<file path="src/rtl/ex_retire_stage_pkg.sv">
// ex_retire_stage_pkg: shared types for the ALU retire stage.
//   csr_t        ALU condition flags {Sign, Zero, Carry, Overflow}
//   exr_entry_t  one buffered ALU result with its destination and write enables
//   exr_state_t  occupancy of the 2-entry skid buffer
package ex_retire_stage_pkg;

  localparam int EXR_DATA_W = 16;
  localparam int EXR_RD_W   = 3;

  typedef struct packed {
    logic s;
    logic z;
    logic c;
    logic v;
  } csr_t;

  typedef struct packed {
    logic [EXR_DATA_W-1:0] result;
    csr_t                  csr;
    logic [EXR_RD_W-1:0]   rd;
    logic                  wr_reg;
    logic                  wr_csr;
  } exr_entry_t;

  typedef enum logic [1:0] {
    EXR_EMPTY = 2'd0,
    EXR_ONE   = 2'd1,
    EXR_FULL  = 2'd2
  } exr_state_t;

endpackage

</file>
<file path="src/rtl/ex_retire_stage_flag_reg.sv">
// exr_flag_reg: architectural flag register and retired-instruction counter.
// Both advance only on the retire strobe, independent of flush.
// Ports:
//   clk, rst     clock, synchronous active-high reset
//   i_retire     head entry retires this cycle
//   i_wr_csr     retiring entry updates the flags
//   i_csr        retiring entry's flags
//   o_flags      architectural flags
//   o_cnt        retired count, wraps at 2^CNT_W
module exr_flag_reg
  import ex_retire_stage_pkg::*;
#(
  parameter int CNT_W = 16
) (
  input  logic             clk,
  input  logic             rst,
  input  logic             i_retire,
  input  logic             i_wr_csr,
  input  csr_t             i_csr,
  output csr_t             o_flags,
  output logic [CNT_W-1:0] o_cnt
);

  csr_t             r_flags;
  logic [CNT_W-1:0] r_cnt;

  always_ff @(posedge clk) begin
    if (rst) begin
      r_flags <= '0;
      r_cnt   <= '0;
    end else if (i_retire) begin
      if (i_wr_csr) r_flags <= i_csr;
      r_cnt <= r_cnt + 1'b1;
    end
  end

  assign o_flags = r_flags;
  assign o_cnt   = r_cnt;

endmodule

</file>
<file path="src/rtl/ex_retire_stage.sv">
// ex_retire_stage: retire stage after the ALU. Captures result/flags/destination
// into a 2-entry skid buffer (main = head, skid = second) and presents the head
// to register-file writeback. Flags and the retired count update on each pop.
// Optional feature macro: EX_RETIRE_FWD_EN adds fwd_valid/fwd_rd/fwd_result,
// exposing the youngest buffered register-writing entry for operand bypass.
// Ports:
//   clk, rst                     clock, synchronous active-high reset
//   flush                        drop buffered entries (flags/count kept)
//   in_valid/in_ready            upstream handshake (in_ready = not FULL)
//   in_result/in_csr/in_rd/in_wr_reg/in_wr_csr   incoming ALU entry
//   out_valid/out_ready          writeback handshake
//   out_result/out_rd/out_wr_reg head entry
//   flags_q, retired_cnt         architectural flags, retire counter
// RD_W must not exceed the package EXR_RD_W (slot storage width).
module ex_retire_stage
  import ex_retire_stage_pkg::*;
#(
  parameter int RD_W  = EXR_RD_W,
  parameter int CNT_W = 16
) (
  input  logic             clk,
  input  logic             rst,
  input  logic             flush,
  input  logic             in_valid,
  output logic             in_ready,
  input  logic [15:0]      in_result,
  input  csr_t             in_csr,
  input  logic [RD_W-1:0]  in_rd,
  input  logic             in_wr_reg,
  input  logic             in_wr_csr,
  output logic             out_valid,
  input  logic             out_ready,
  output logic [15:0]      out_result,
  output logic [RD_W-1:0]  out_rd,
  output logic             out_wr_reg,
`ifdef EX_RETIRE_FWD_EN
  output logic             fwd_valid,
  output logic [RD_W-1:0]  fwd_rd,
  output logic [15:0]      fwd_result,
`endif
  output csr_t             flags_q,
  output logic [CNT_W-1:0] retired_cnt
);

  exr_state_t r_state;
  exr_entry_t r_main, r_skid;
  exr_entry_t w_in;
  logic       w_push, w_pop;

  always_comb begin
    w_in        = '0;
    w_in.result = in_result;
    w_in.csr    = in_csr;
    w_in.rd     = EXR_RD_W'(in_rd);
    w_in.wr_reg = in_wr_reg;
    w_in.wr_csr = in_wr_csr;
  end

  // Both handshake flags decode straight from the state register, so neither
  // has a combinational path from the other side's inputs.
  assign in_ready  = (r_state != EXR_FULL);
  assign out_valid = (r_state != EXR_EMPTY);
  assign w_push    = in_valid & in_ready;
  assign w_pop     = out_valid & out_ready;

  always_ff @(posedge clk) begin
    if (rst || flush) begin
      // Flush drops the push and the buffer; a same-cycle pop still retires
      // because the flag register sees w_pop directly.
      r_state <= EXR_EMPTY;
      r_main  <= '0;
      r_skid  <= '0;
    end else begin
      unique case (r_state)
        EXR_EMPTY: if (w_push) begin
          r_main  <= w_in;
          r_state <= EXR_ONE;
        end
        EXR_ONE: begin
          if (w_push && w_pop)   r_main <= w_in;
          else if (w_push) begin
            r_skid  <= w_in;
            r_state <= EXR_FULL;
          end else if (w_pop) begin
            r_main  <= '0;
            r_state <= EXR_EMPTY;
          end
        end
        EXR_FULL: if (w_pop) begin
          r_main  <= r_skid;
          r_skid  <= '0;
          r_state <= EXR_ONE;
        end
        default: r_state <= EXR_EMPTY;
      endcase
    end
  end

  assign out_result = r_main.result;
  assign out_rd     = RD_W'(r_main.rd);
  assign out_wr_reg = r_main.wr_reg & out_valid;

`ifdef EX_RETIRE_FWD_EN
  logic w_skid_fwd, w_main_fwd;
  assign w_skid_fwd = (r_state == EXR_FULL) && r_skid.wr_reg;
  assign w_main_fwd = (r_state != EXR_EMPTY) && r_main.wr_reg;
  assign fwd_valid  = w_skid_fwd | w_main_fwd;
  assign fwd_rd     = w_skid_fwd ? RD_W'(r_skid.rd) : RD_W'(r_main.rd);
  assign fwd_result = w_skid_fwd ? r_skid.result    : r_main.result;
`endif

  exr_flag_reg #(.CNT_W(CNT_W)) u_flag_reg (
    .clk      (clk),
    .rst      (rst),
    .i_retire (w_pop),
    .i_wr_csr (r_main.wr_csr),
    .i_csr    (r_main.csr),
    .o_flags  (flags_q),
    .o_cnt    (retired_cnt)
  );

endmodule
</file>
<file path="config.mk">
export PLATFORM = sky130hd
export DESIGN_NAME = ex_retire_stage
export DESIGN_NICKNAME = d
export VERILOG_FILES = /design/src/rtl/ex_retire_stage_pkg.sv /design/src/rtl/ex_retire_stage_flag_reg.sv /design/src/rtl/ex_retire_stage.sv
export SDC_FILE = /design/constraint.sdc
export NUM_CORES = 1
export LEC_CHECK = 0
export CAP_MARGIN = 10
export CORE_MARGIN = 2
export CORE_UTILIZATION = 54
export CTS_BUF_LIST = sky130_fd_sc_hd__clkbuf_4
export CTS_CLUSTER_SIZE = 30
export DETAILED_ROUTE_END_ITERATION = 10
export GPL_TIMING_DRIVEN = 1
export PLACE_DENSITY = 0.9
export SETUP_SLACK_MARGIN = 0.02
export SYNTH_ARGS = -nofsm -noshare
export SYNTH_HDL_FRONTEND = slang
export SYNTH_SLANG_ARGS = --single-unit
</file>
<file path="constraint.sdc">
create_clock -name clk -period 2.5 [get_ports clk]
set_input_delay 0.5 -clock clk [delete_from_list [all_inputs] [get_ports clk]]
set_output_delay 0.5 -clock clk [all_outputs]
set_load 0.01 [all_outputs]
</file>
=== Word level (Yosys, flattened, before mapping) ===
Index checks and enable logic that the tools add are counted.

* $add $sub $neg: 1
* Equality and inequality tests: 10
* Mux-type cells: 14
* Bitwise operators: 3
* Reduce and logical (&&, ||, !) cells: 10

{| class="wikitable"
|+ Operators by type and width
! cell !! count
|-
| two-way mux 25 bit || 6
|-
| one-hot mux 25 bit (3 select lines) || 1
|-
| one-hot mux 25 bit (2 select lines) || 1
|-
| adder 16 x 1 -> 16 bit, second input constant || 1
|-
| two-way mux 2 bit || 5
|-
| != test 2 bit, second input constant || 5
|-
| != test 3 bit, second input constant || 3
|-
| AND reduction 4 bit || 2
|-
| one-hot mux 2 bit (3 select lines) || 1
|-
| AND reduction 5 bit || 1
|-
| nonzero test 2 bit || 2
|-
| AND 1 bit || 3
|-
| nonzero test 3 bit || 1
|-
| equality test 2 x 1 -> 1 bit, second input constant || 1
|-
| equality test 2 bit, second input constant || 1
|-
| zero test 2 bit || 1
|-
| AND reduction 2 bit || 1
|-
| logical AND 1 bit || 1
|-
| logical OR 1 bit || 1
|}

* Register bits: 72
* Output and inout port bits: 42
* Logic and storage cells: 60

=== Longest topological paths before layout ===
* Word-level depth: 6
* Gate-level depth with buffers: 9
* Mapped depth without buffers: 6

=== Modules after synthesis ===
Synthesis repeated with hierarchy kept, for this count alone.

* Cells, all modules: 387
* Area total of the unflattened synthesis: 3661.0 µm²

{| class="wikitable"
|+ Modules (own cells, without submodules)
! module !! times used !! cells each !! area an instance (µm²)
|-
| ex_retire_stage || 1 || 286 || 2772.7
|-
| exr_flag_reg || 1 || 101 || 888.4
|}

=== Least setup slack after synthesis ===
Ideal clock, no wire load.

* Path kind: reg-to-reg
* Start: reg r_state[0]
* End: reg r_main (netlist bit out_rd[2])
* Library setup time: 0.146 ns
* Data arrival time: 1.842 ns
* Required time: 2.354 ns
* Slack: 0.512 ns
* Cell stages (with the launch flop): 10
* Buffers on the path: 3
* Path through: dfxtp_1 inv_1 ha_1 buf_4 and2_1 buf_2 buf_2 a221o_1 a211oi_2 a211oi_2

* Word-level cells in the longest chain between the ends: 5
* Elaborated cells between the ends (all ways): 16

{| class="wikitable"
|+ RTL lines
! item !! line !! text
|-
| start: declaration || ex_retire_stage.sv:45 || <nowiki>exr_state_t r_state;</nowiki>
|-
| start signal: assignment || ex_retire_stage.sv:70 || <nowiki>r_state <= EXR_EMPTY;</nowiki>
|-
| start signal: assignment || ex_retire_stage.sv:77 || <nowiki>r_state <= EXR_ONE;</nowiki>
|-
| start signal: assignment || ex_retire_stage.sv:83 || <nowiki>r_state <= EXR_FULL;</nowiki>
|-
| != test 2 bit / nonzero test 2 bit (equally long branches) || ex_retire_stage.sv:61, ex_retire_stage.sv:62 ||
|-
| AND 1 bit, on equally long branches || ex_retire_stage.sv:63, ex_retire_stage.sv:64 ||
|-
| logical AND 1 bit || ex_retire_stage.sv:80 || <nowiki>if (w_push && w_pop) r_main <= w_in;</nowiki>
|-
| != test 3 bit (no source line) / two-way mux 25 bit (equally long branches) || -- ||
|-
| AND reduction 5 bit (no source line) / one-hot mux 25 bit (3 select lines) (equally long branches) || -- ||
|-
| end signal: assignment || ex_retire_stage.sv:76 || <nowiki>r_main <= w_in;</nowiki>
|-
| end signal: assignment || ex_retire_stage.sv:80 ||
|-
| end signal: assignment || ex_retire_stage.sv:90 || <nowiki>r_main <= r_skid;</nowiki>
|-
| end: declaration || ex_retire_stage.sv:46 || <nowiki>exr_entry_t r_main, r_skid;</nowiki>
|}

Several ways; a longest one is shown, not always the timed one.
A chain may end at the register's enable or synchronous reset.

=== Worst setup path after layout ===
* Start: reg r_state[0]
* End: out out_wr_reg

* Word-level cells in the longest chain between the ends: 2

{| class="wikitable"
|+ RTL lines
! item !! line !! text
|-
| nonzero test 2 bit || ex_retire_stage.sv:62 || <nowiki>assign out_valid = (r_state != EXR_EMPTY);</nowiki>
|-
| AND 1 bit || ex_retire_stage.sv:101 || <nowiki>assign out_wr_reg = r_main.wr_reg & out_valid;</nowiki>
|-
| end: declaration || ex_retire_stage.sv:35 || <nowiki>output logic out_wr_reg,</nowiki>
|}

Every way passes these cells.

==> results by group <==
Outcome
  – Outcome: complete, no violations

Synthesis
  – Simple logic cell fraction of the synthesized area: roughly an eighth
  – Combinational family with the most area after synthesis: compound AO/OA/AOI/OAI gates
  – Compound-gate portion of the synthesized area: 30.3%
  – Mux share of post-synthesis cell area: 0.573%
  – Area share of xor/xnor cells in the synthesized design: between 3 and 4%
  – Cells after Synth: 408
  – Yosys reg bits: 72
  – Post-synthesis share of cell area spent on full adders, half adders and majority gates: 1.69%
  – Yosys warning total: 0
  – Distinct cell type count after synthesis: 41
  – Avg Synthesized Cell Area: 9.09 µm²
  – Post-synthesis cell type with the largest combined area: dfxtp_1
  – Mapped Nets: 443
  – Cell Area, Synth: 0.00371 mm²
  – Dominant cells by area after synthesis: dfxtp_1 39%, a211oi_2 9.8%, a221o_1 6.7%, nand4_1 5.1%, a211oi_1 4.5%
  – Area share of the largest cell type after synthesis: 38.9%
  – Sequential element share of the synthesized area: 38.9%

Setup path
  – Startpoint of the worst register-to-register path: r_state[0]
  – Nature of the critical path endpoint: output port
  – Max Fanout on Critical Path: 9
  – CP max stage delay: 0.56 ns
  – Startpoint kind of the worst setup timing path: flop
  – Setup crit start: r_state[0]
  – Critical register-to-register path endpoint: out_result[13]
  – Setup crit end: out_wr_reg
  – Minimum setup slack among reg-to-reg paths: roughly 0.18 ns
  – Arr. time, crit path: 1.83 ns
  – Worst path cell trace: inv_1, ha_2, nor2_1, clkdlybuf4s50_1
  – Data required time of the worst path: 2.00 ns
  – Depth of the most critical reg-to-reg path: 7
  – Crit-path slowest cell: clkdlybuf4s50_1
  – Critical path type: reg -> out

STA
  – Final critical delay including setup and external delays: between 2 and 2.5 ns
  – Count of final max-slew check failures: 0
  – Fin crit share: 93.3%
  – Number of hold-slack violations in the final timing report: 0
  – Final worst-path setup slack: 0.167 ns
  – Count of final setup violators: 0
  – Worst hold slack: 0.467 ns
  – Post-route clock skew: 0.0123 ns
  – Fmax: 429 MHz
  – Setup tns final: 0 ns
  – Setup repair after global routing missed its margin: false
  – Rel. slew slack: about a third
  – Tightest Pin Transition: about 0.97 ns

Global routing
  – GRT Overall Usage: about 24%
  – Number of global-route vias before repair: 3220
  – Pin count of the biggest net entering global routing: 53
  – Total gr overflow: 0
  – Number of antenna violations at the first check in global routing: 0
  – Global-route wire length before repair: 14.6 mm

Routing
  – Via density per instance: between 6 and 7
  – Post-detailed-route count of antenna-violating nets: 0
  – DRC viols: 0
  – Number of DRC violations after detailed-routing iteration 0: 305
  – Wirelength, routed: approximately 8.8 mm
  – Wire per inst: 16.5 µm
  – Via count: 3335
  – TritonRoute pass-1 iters: 5

Placed design
  – Final Wtd Congestion: around 0.84
  – Half-perimeter wire length after placement: 5.82 mm
  – Setup slack after placement: 0.247 ns
  – Port Buffers: ~70

Cells and area
  – Most common library cell in the layout ignoring fill and taps: dfxtp_1
  – Area growth syn-to-layout: 20.0%
  – Fraction of layout instances using a drive strength above 1: 15.2%
  – Count of inserted antenna diode cells: 0
  – Final layout net count: 483
  – Most frequent cells in the layout: 72 x dfxtp_1, 71 x clkdlybuf4s50_1, 34 x inv_1

Power
  – Maximum vdd drop: 0.000395 V
  – Pwr Density: approximately 530 mW/mm²
  – Final Total Pwr: between 2000 and 2500 µW
  – Leak: approximately 0.0014 µW

Floorplanning
  – Vertical extent of the die: 86.9 µm
  – Starting utilization of the core area: 55.2%
  – Core footprint: roughly 0.0067 mm²
  – Floorplan die area: 0.00755 mm²
  – Width of the die: 86.9 µm
  – Number of standard-cell rows in the floorplan: 30
  – Count of boundary I/O pins: 72

CTS
  – Clock insertion delay at the later pin of the skew report: 0.42 ns
  – CTS clk-pin slew, worst paths: 0.12 ns
  – Clock tree from TritonCTS: done
  – Post-CTS Setup Repair Bufs: 0
  – Clock tree buffer depth: 2
  – Count of clock tree sinks: 72
  – Total clock buffers created by CTS: 9
  – CTS root buffer: clkbuf_4
  – H-tree levels: 3

Min path
  – Type of the most critical hold path: reg -> reg

Run
  – Max-cap viol count: 0
[cells by family (layout without fill, tap and decap cells)]
kind of cell / count (synthesis) / after routing
AOI/OAI and AO/OA: 141 / 141
buffers and inverters: 92 / 137
and+or+nand+nor: 82 / 82
DFF: 72 / 72
xor gates and xnor gates: 14 / 14
adders and majority gates: 5 / 5
muxes: 2 / 2
[worst min path at each step]
stage                         start                    end  cells after the start
after floorplan           out_rd[0]              out_rd[0]                      2
after global placement    out_rd[0]              out_rd[0]                      2
after detailed placement  out_rd[1]              out_rd[1]                      2
after CTS                 out_rd[1]              out_rd[1]                      2
after global routing      r_main[6]  u_flag_reg.o_flags[1]                      2
final                     out_rd[1]              out_rd[1]                      2
[area by class of cell]
cell class,count,area [µm²]
Clock inverter,6,68.8
Sequential cell,72,1440
Clock buffer,10,75.1
Tap cell,80,100
Multi-Input combinational cell,244,1800
Timing Repair Buffer,86,836
Inverter,35,131
Fill cell,523,2270
[worst max-delay path: cells and delay by family (launching register included)]
family	cells	cell delay, ns
and+or+nand+nor	1	0.14
DFF	1	0.40
buffers and inverters	2	0.64
adders and majority gates	1	0.24
[power by group]
part	internal, µW	leakage, µW	total [µW]	switching (µW)
clock	321	0.0000770	761	440
combinational	179	0.000752	381	202
sequential	1180	0.000584	1200	19.4
[sequential cells by signal (all words and copies together), names as in the netlist]
register / cells
out_rd: 3
r_skid: 25
out_result: 16
r_main: 6
r_state: 2
u_flag_reg.o_cnt: 16
u_flag_reg.o_flags: 4
[synthesized netlist by cell type]
master and instances:
a22oi_2 1, and3_4 1, a221o_1 25, o21ai_1 5
buf_4 22, a21oi_1 31, nand2_1 8, a221oi_1 1
and2_1 1, clkbuf_1 20, xnor2_1 10, buf_1 3
nand4_1 30, o21ai_0 24, or2_2 1, a211oi_2 29
dfxtp_1 72, nor2b_1 1, inv_1 34, buf_2 7
nor2_1 16, xor2_1 4, or3_1 1, o21bai_1 1
nand3b_1 1, a211oi_1 22, mux2i_1 1, nor2b_2 2
nor4_1 5, nor3_1 5, a311oi_1 1, nand3_1 5
or2_1 1, and4b_1 1, inv_2 1, or4b_1 1
buf_6 5, o21a_1 1, nand4b_1 2, ha_1 5
mux2_2 1
[what timing repair did]
action                     in CTS  in global routing
hold endpoints to repair        0                  0
setup endpoints to repair       0                  2
gates resized for setup         0                  1
hold buffers                    0                  0
[metrics by stage]
step                      instance area, µm²  utilization, %  cells
final                                   4450            66.3    533
after floorplan                         3710               -    408
after global placement                  4310            64.1    517
after global routing                    4450            66.3    533
after detailed placement                4310            64.1    517
after CTS                               4450            66.2    533
[metal layers]
layer / vias to the layer above / part of all wire, % / global-route usage (%) / wire length [µm]
met1: 1593 / 43 / 31.7 / 3780
li1: 1576 / - / - / -
met5: - / 0 / 0 / 0
met3: 12 / 8.2 / 5.02 / 722
met4: 0 / 1.3 / 8.95 / 110
met2: 154 / 47 / 39.1 / 4170
(Power assumes the default switching activity.)
